--- config.mk ---
export PLATFORM = sky130hd
export DESIGN_NAME = rx_word_assembler
export DESIGN_NICKNAME = d
export VERILOG_FILES = /design/src/rtl/comms_pkg.sv /design/src/rtl/sync_fifo.sv /design/src/rtl/rx_word_assembler.sv
export SDC_FILE = /design/constraint.sdc
export NUM_CORES = 1
export LEC_CHECK = 0
export BUFFER_PORTS_ARGS = -buffer_cell sky130_fd_sc_hd__buf_2
export CAP_MARGIN = 40
export CELL_PAD_IN_SITES_DETAIL_PLACEMENT = 0
export CELL_PAD_IN_SITES_GLOBAL_PLACEMENT = 2
export CORE_ASPECT_RATIO = 0.6
export CORE_MARGIN = 4
export CORE_UTILIZATION = 46
export CTS_CLUSTER_SIZE = 24
export DETAILED_ROUTE_END_ITERATION = 16
export GPL_TIMING_DRIVEN = 0
export PLACE_DENSITY = 0.82
export SKIP_CTS_REPAIR_TIMING = 1
export SLEW_MARGIN = 20
export SYNTH_ARGS = -nofsm -noshare
export SYNTH_HDL_FRONTEND = slang
export SYNTH_SLANG_ARGS = --single-unit
export TNS_END_PERCENT = 30
--- constraint.sdc ---
create_clock -name clk_in -period 3.2 [get_ports clk_in]
set_input_delay 0.48 -clock clk_in [delete_from_list [all_inputs] [get_ports clk_in]]
set_output_delay 0.48 -clock clk_in [all_outputs]
set_load 0.01 [all_outputs]
--- src/rtl/comms_pkg.sv ---
// Shared types and helpers for the serial-receive datapath.
// Latency: n/a (types and constant functions only).
// Backpressure: n/a.
package comms_pkg;

  // Word assembler FSM: IDLE holds no partial word, COLLECT holds 1..N-1 characters.
  typedef enum logic {
    IDLE    = 1'b0,
    COLLECT = 1'b1
  } asm_state_t;

  // Bits needed to hold the values 0..n-1 (never less than one bit).
  function automatic int width_of(input int n);
    return (n <= 2) ? 1 : $clog2(n);
  endfunction

endpackage

--- src/rtl/sync_fifo.sv ---
// Synchronous show-ahead FIFO; head entry driven combinationally from storage.
// Latency: a push becomes visible at the head on the cycle after it is written.
// Backpressure: push while full is refused unless a pop happens on the same cycle.
module sync_fifo #(
  parameter int WIDTH = 32,
  parameter int DEPTH = 4
) (
  input  logic             clk_in,
  input  logic             rst_in,
  input  logic             push_in,
  input  logic [WIDTH-1:0] push_data_in,
  input  logic             pop_in,
  output logic [WIDTH-1:0] pop_data_out,
  output logic             full_out,
  output logic             empty_out
);

  localparam int PW = $clog2(DEPTH);

  logic [WIDTH-1:0] mem_q [DEPTH];
  logic [PW-1:0]    wr_q, wr_d;
  logic [PW-1:0]    rd_q, rd_d;
  logic [PW:0]      occ_q, occ_d;
  logic             do_push;
  logic             do_pop;

  assign empty_out    = (occ_q == '0);
  assign full_out     = (occ_q == (PW+1)'(DEPTH));
  assign pop_data_out = mem_q[rd_q];

  // A pop frees a slot on the same edge, so a full FIFO can still accept a push alongside it.
  always_comb begin
    do_pop  = pop_in & ~empty_out;
    do_push = push_in & (~full_out | do_pop);
    wr_d    = do_push ? wr_q + PW'(1) : wr_q;
    rd_d    = do_pop  ? rd_q + PW'(1) : rd_q;
    occ_d   = occ_q;
    if (do_push && !do_pop) begin
      occ_d = occ_q + (PW+1)'(1);
    end else if (do_pop && !do_push) begin
      occ_d = occ_q - (PW+1)'(1);
    end
  end

  // Pointers and occupancy; pointers wrap naturally since DEPTH is a power of two.
  always_ff @(posedge clk_in) begin
    if (rst_in) begin
      wr_q  <= '0;
      rd_q  <= '0;
      occ_q <= '0;
    end else begin
      wr_q  <= wr_d;
      rd_q  <= rd_d;
      occ_q <= occ_d;
    end
  end

  // Storage carries no reset; entries are only read while occupancy says they are valid.
  always_ff @(posedge clk_in) begin
    if (do_push) begin
      mem_q[wr_q] <= push_data_in;
    end
  end

endmodule

--- src/rtl/rx_word_assembler.sv ---
// Packs UART characters little-endian into words and queues them in a small FIFO.
// Latency: valid_out rises the cycle after the final character strobe (FIFO empty).
// Backpressure: ready_in pops the FIFO; a completed word is dropped (sticky overflow) when full with no pop.
module rx_word_assembler
  import comms_pkg::*;
#(
  parameter int DATA_SIZE      = 8,
  parameter int BYTES_PER_WORD = 4,
  parameter int TIMEOUT_CYCLES = 1000,
  parameter int FIFO_DEPTH     = 4
) (
  input  logic                                clk_in,
  input  logic                                rst_in,
  input  logic [DATA_SIZE-1:0]                data_in,
  input  logic                                new_data_in,
  output logic [DATA_SIZE*BYTES_PER_WORD-1:0] word_out,
  output logic                                valid_out,
  input  logic                                ready_in,
  output logic                                busy_out,
  output logic                                timeout_out,
  output logic                                overflow_out
);

  localparam int WW = DATA_SIZE * BYTES_PER_WORD;
  localparam int CW = width_of(BYTES_PER_WORD);
  localparam int TW = width_of(TIMEOUT_CYCLES);

  asm_state_t    state_q, state_d;
  logic [CW-1:0] cnt_q, cnt_d;
  logic [TW-1:0] tmr_q, tmr_d;
  logic [WW-1:0] word_q, word_d;
  logic [WW-1:0] ins_word;
  logic          tmo_q, tmo_d;
  logic          ovf_q, ovf_d;
  logic          push;
  logic          pop;
  logic          fifo_full;
  logic          fifo_empty;

  assign valid_out    = ~fifo_empty;
  assign pop          = valid_out & ready_in;
  assign busy_out     = (state_q == COLLECT);
  assign timeout_out  = tmo_q;
  assign overflow_out = ovf_q;

  // Partial word with the incoming character dropped into the slot selected by the count.
  always_comb begin
    ins_word = word_q;
    for (int k = 0; k < BYTES_PER_WORD; k++) begin
      if (int'(cnt_q) == k) begin
        ins_word[k*DATA_SIZE +: DATA_SIZE] = data_in;
      end
    end
  end

  // Assembly FSM: a character always beats a timeout landing on the same cycle.
  always_comb begin
    state_d = state_q;
    cnt_d   = cnt_q;
    tmr_d   = tmr_q;
    word_d  = word_q;
    tmo_d   = 1'b0;
    push    = 1'b0;
    unique case (state_q)
      IDLE: begin
        tmr_d = '0;
        if (new_data_in) begin
          word_d = ins_word;
          if (BYTES_PER_WORD == 1) begin
            push = 1'b1;
          end else begin
            cnt_d   = CW'(1);
            state_d = COLLECT;
          end
        end
      end
      COLLECT: begin
        if (new_data_in) begin
          word_d = ins_word;
          tmr_d  = '0;
          if (cnt_q == CW'(BYTES_PER_WORD - 1)) begin
            push    = 1'b1;
            cnt_d   = '0;
            state_d = IDLE;
          end else begin
            cnt_d = cnt_q + CW'(1);
          end
        end else if (tmr_q == TW'(TIMEOUT_CYCLES - 1)) begin
          tmo_d   = 1'b1;
          tmr_d   = '0;
          cnt_d   = '0;
          state_d = IDLE;
        end else begin
          tmr_d = tmr_q + TW'(1);
        end
      end
      default: begin
        state_d = IDLE;
        cnt_d   = '0;
        tmr_d   = '0;
      end
    endcase
  end

  // Overflow latches when a finished word meets a full FIFO that is not draining this cycle.
  always_comb begin
    ovf_d = ovf_q | (push & fifo_full & ~pop);
  end

  // Assembler state; reset discards any partial word without a timeout pulse.
  always_ff @(posedge clk_in) begin
    if (rst_in) begin
      state_q <= IDLE;
      cnt_q   <= '0;
      tmr_q   <= '0;
      tmo_q   <= 1'b0;
      ovf_q   <= 1'b0;
    end else begin
      state_q <= state_d;
      cnt_q   <= cnt_d;
      tmr_q   <= tmr_d;
      tmo_q   <= tmo_d;
      ovf_q   <= ovf_d;
    end
  end

  // Partial word shift register; its contents are meaningless outside COLLECT.
  always_ff @(posedge clk_in) begin
    word_q <= word_d;
  end

  sync_fifo #(
    .WIDTH (WW),
    .DEPTH (FIFO_DEPTH)
  ) u_fifo (
    .clk_in       (clk_in),
    .rst_in       (rst_in),
    .push_in      (push),
    .push_data_in (ins_word),
    .pop_in       (pop),
    .pop_data_out (word_out),
    .full_out     (fifo_full),
    .empty_out    (fifo_empty)
  );

endmodule

==> metrics.yaml <==
gp_congestion: 0.6964
fin_crit_ns: 2.734
required_ns: 2.72
synth_most_common_cell: "edfxtp_1"
worstSetupStartpointType: "register"
finalSetupViolCount: 0
syn_area_um2: 7078
worstPathMaxFanout: 10
worstRegToRegCells: 9
wl_per_cell_um: 20.25
layout.nets: 451
clk_latency_ns: 0.42
numCtsBuffers: 17
dpl.hpwl_um: 8400
ys_seq_elements: 184
first_global_vias: 3474
grt.total_usage_pct: 15.32
cap_violations: 0
io_pins: 48
areaGrowthSynthToFinish_pct: 16.79
slew_headroom_pct: 51.56
pre_cts_slack_ns: -0.2228
num_rows: 34
dieWidth_um: 168.1
final_hold_viol_count: 0
ys_types: 41
cts_max_path_buffers: 2
layout-drive-gt1-share_pct: 36.05
die_h_um: 104.1
arrival_ns: 2.25
worst_slack_ns: 0.4664
dr.pass1.iters: 4
grt_max_degree: 34
antenna_found_initial: 0
final.setup.tns_ns: 0
detail-route-antenna-nets: 0
max_freq_ghz: 0.3658
synth-edff-count: 160
drc: 0
final_util_pct: 56.00
ys.flop_type: "edfxtp_1"
fin_crit_sh_pct: 85.43
antenna_cells: 0
drt_first_iter_violations: 197
worstSetupPathType: "reg2out"
cts_max_level: 4
yosysTopAreaCell: "edfxtp_1"
coreArea_um2: 14760
skew_ns: 0.009121
clkSlewWorstSetupHoldPaths_ns: 0.07
initial_core_util_pct: 47.95
reg2reg_setup_slack_ns: 0.65
p_per_area_nw_per_um2: 641.9
grt_remaining_overflow: 0
die_area_um2: 17500
ys_top_cells_by_area: "edfxtp_1, mux4_2, dfxtp_1, mux2_2, ha_1"
grt_pass1_wl_um: 19980
vias: 3397
synth_nets: 380
worst_hold_slack_ns: 0.2682
wirelength_um: 12940
synth_warnings: 0
worst_slew_pin_slew_ns: 0.7267
cts_tree: "done"
vdd_ir_drop_max_mv: 0.3425
r2r_start: "cnt_q[0]"
syn_inst: 357
rsz0062_at_grt: "no"
r2r-end: "u_fifo.occ_q[2]"
endpoint_kind: "primary output"
ys_async_sr_fraction_pct: 0
power.leakage_nw: 2.728
drv_slew: 0
status: "complete, no violations"
portBuffers: 47
crit_end: "word_out[13]"
hold_path_class: "in2reg"
syn_avg_cell_area_um2: 19.83
synth_seq_area_share_pct: 74.67
avgViaCountPerCell: 5.316
cts_root_buf: "clkbuf_16"
synth_common_cells: "edfxtp_1, mux2_2, mux4_2"
fillers: 1114
cts_sinks: 184
synth_top_area_share_pct: 67.88
p_total_mw: 5.306
through the flow:
stage / area [um^2] / std cells
global route: 8267 / 639
detailed placement: 7661 / 606
CTS: 8247 / 638
floorplan: 7078 / 357
global placement: 7561 / 602
finish: 8267 / 639
final cells by class:
| type | count | area [um^2] | share of cell area (%) |
|---|---|---|---|
| Sequential cell | 184 | 5285 | 63.93 |
| Multi-Input combinational cell | 152 | 1715 | 20.75 |
| Clock buffer | 18 | 429.2 | 5.191 |
| Timing Repair Buffer | 52 | 350.3 | 4.238 |
| Tap cell | 198 | 247.7 | 2.997 |
| Clock inverter | 14 | 156.4 | 1.892 |
| Buffer | 13 | 52.55 | 0.6357 |
| Inverter | 8 | 30.03 | 0.3633 |
metal layers:
layer	vias to the layer above	GRT usage (%)	routed length (um)	share of wire (%)
met3	8	4.292	779	6.0
met2	78	23.17	5979	46
met4	0	4.169	80	0.62
li1	1566	-	-	-
met1	1745	21.98	6097	47
met5	-	0	0	0
flip-flops by register name (all words and copies together) (netlist names), named ones only:
signal and flops:
timeout_out 1, tmr_q 10, cnt_q 2, u_fifo.occ_q 3
word_q 32, u_fifo.mem_q 128, overflow_out 1, u_fifo.rd_q 2
busy_out 1, u_fifo.wr_q 2
power by group:
| part | switching [mW] | leakage (nW) | internal, mW | total, mW |
|---|---|---|---|---|
| Combinational | 0.291 | 0.789 | 0.250 | 0.541 |
| Sequential | 0.0345 | 1.66 | 2.69 | 2.72 |
| Clock | 0.935 | 0.281 | 1.11 | 2.04 |
cell usage in the layout (no fill, tap or decap), types with 4 or more instances in the layout:
cell,instances
edfxtp_1,160
buf_2,50
mux2_2,32
mux4_2,32
dfxtp_1,24
clkbuf_16,17
nor2_1,16
clkbuf_1,10
ha_1,10
inv_1,8
nand3_1,8
xor2_1,7
nand2_1,6
and2_2,4
inv_6,4
worst min-delay path by stage:
| stage | from | to | cells after the start |
|---|---|---|---|
| floorplan | tmr_q[0] | tmr_q[0] | 1 |
| global placement | overflow_out | overflow_out | 2 |
| detailed placement | overflow_out | overflow_out | 2 |
| CTS | rst_in | cnt_q[1] | 2 |
| global route | rst_in | cnt_q[1] | 2 |
| finish | rst_in | cnt_q[1] | 2 |
worst max-delay path, cell delays in order, from the launching register on:
cell      delay, ns
dfxtp_1        0.31
clkbuf_1       0.29
buf_2          0.46
mux4_2         0.60
buf_2          0.16
cells by family (layout without fill, tap and decap cells):
| family | after synthesis | count (layout) | share of synthesized area [%] |
|---|---|---|---|
| flops | 184 | 184 | 74.67 |
| mux | 66 | 66 | 15.56 |
| simple gates | 52 | 52 | 4.013 |
| buf+inv | 21 | 105 | 1.167 |
| compound gates | 13 | 13 | 1.308 |
| fa+ha+maj | 11 | 11 | 2.051 |
| xor+xnor | 10 | 10 | 1.237 |
Note: power is estimated with default switching activity, not from simulation.
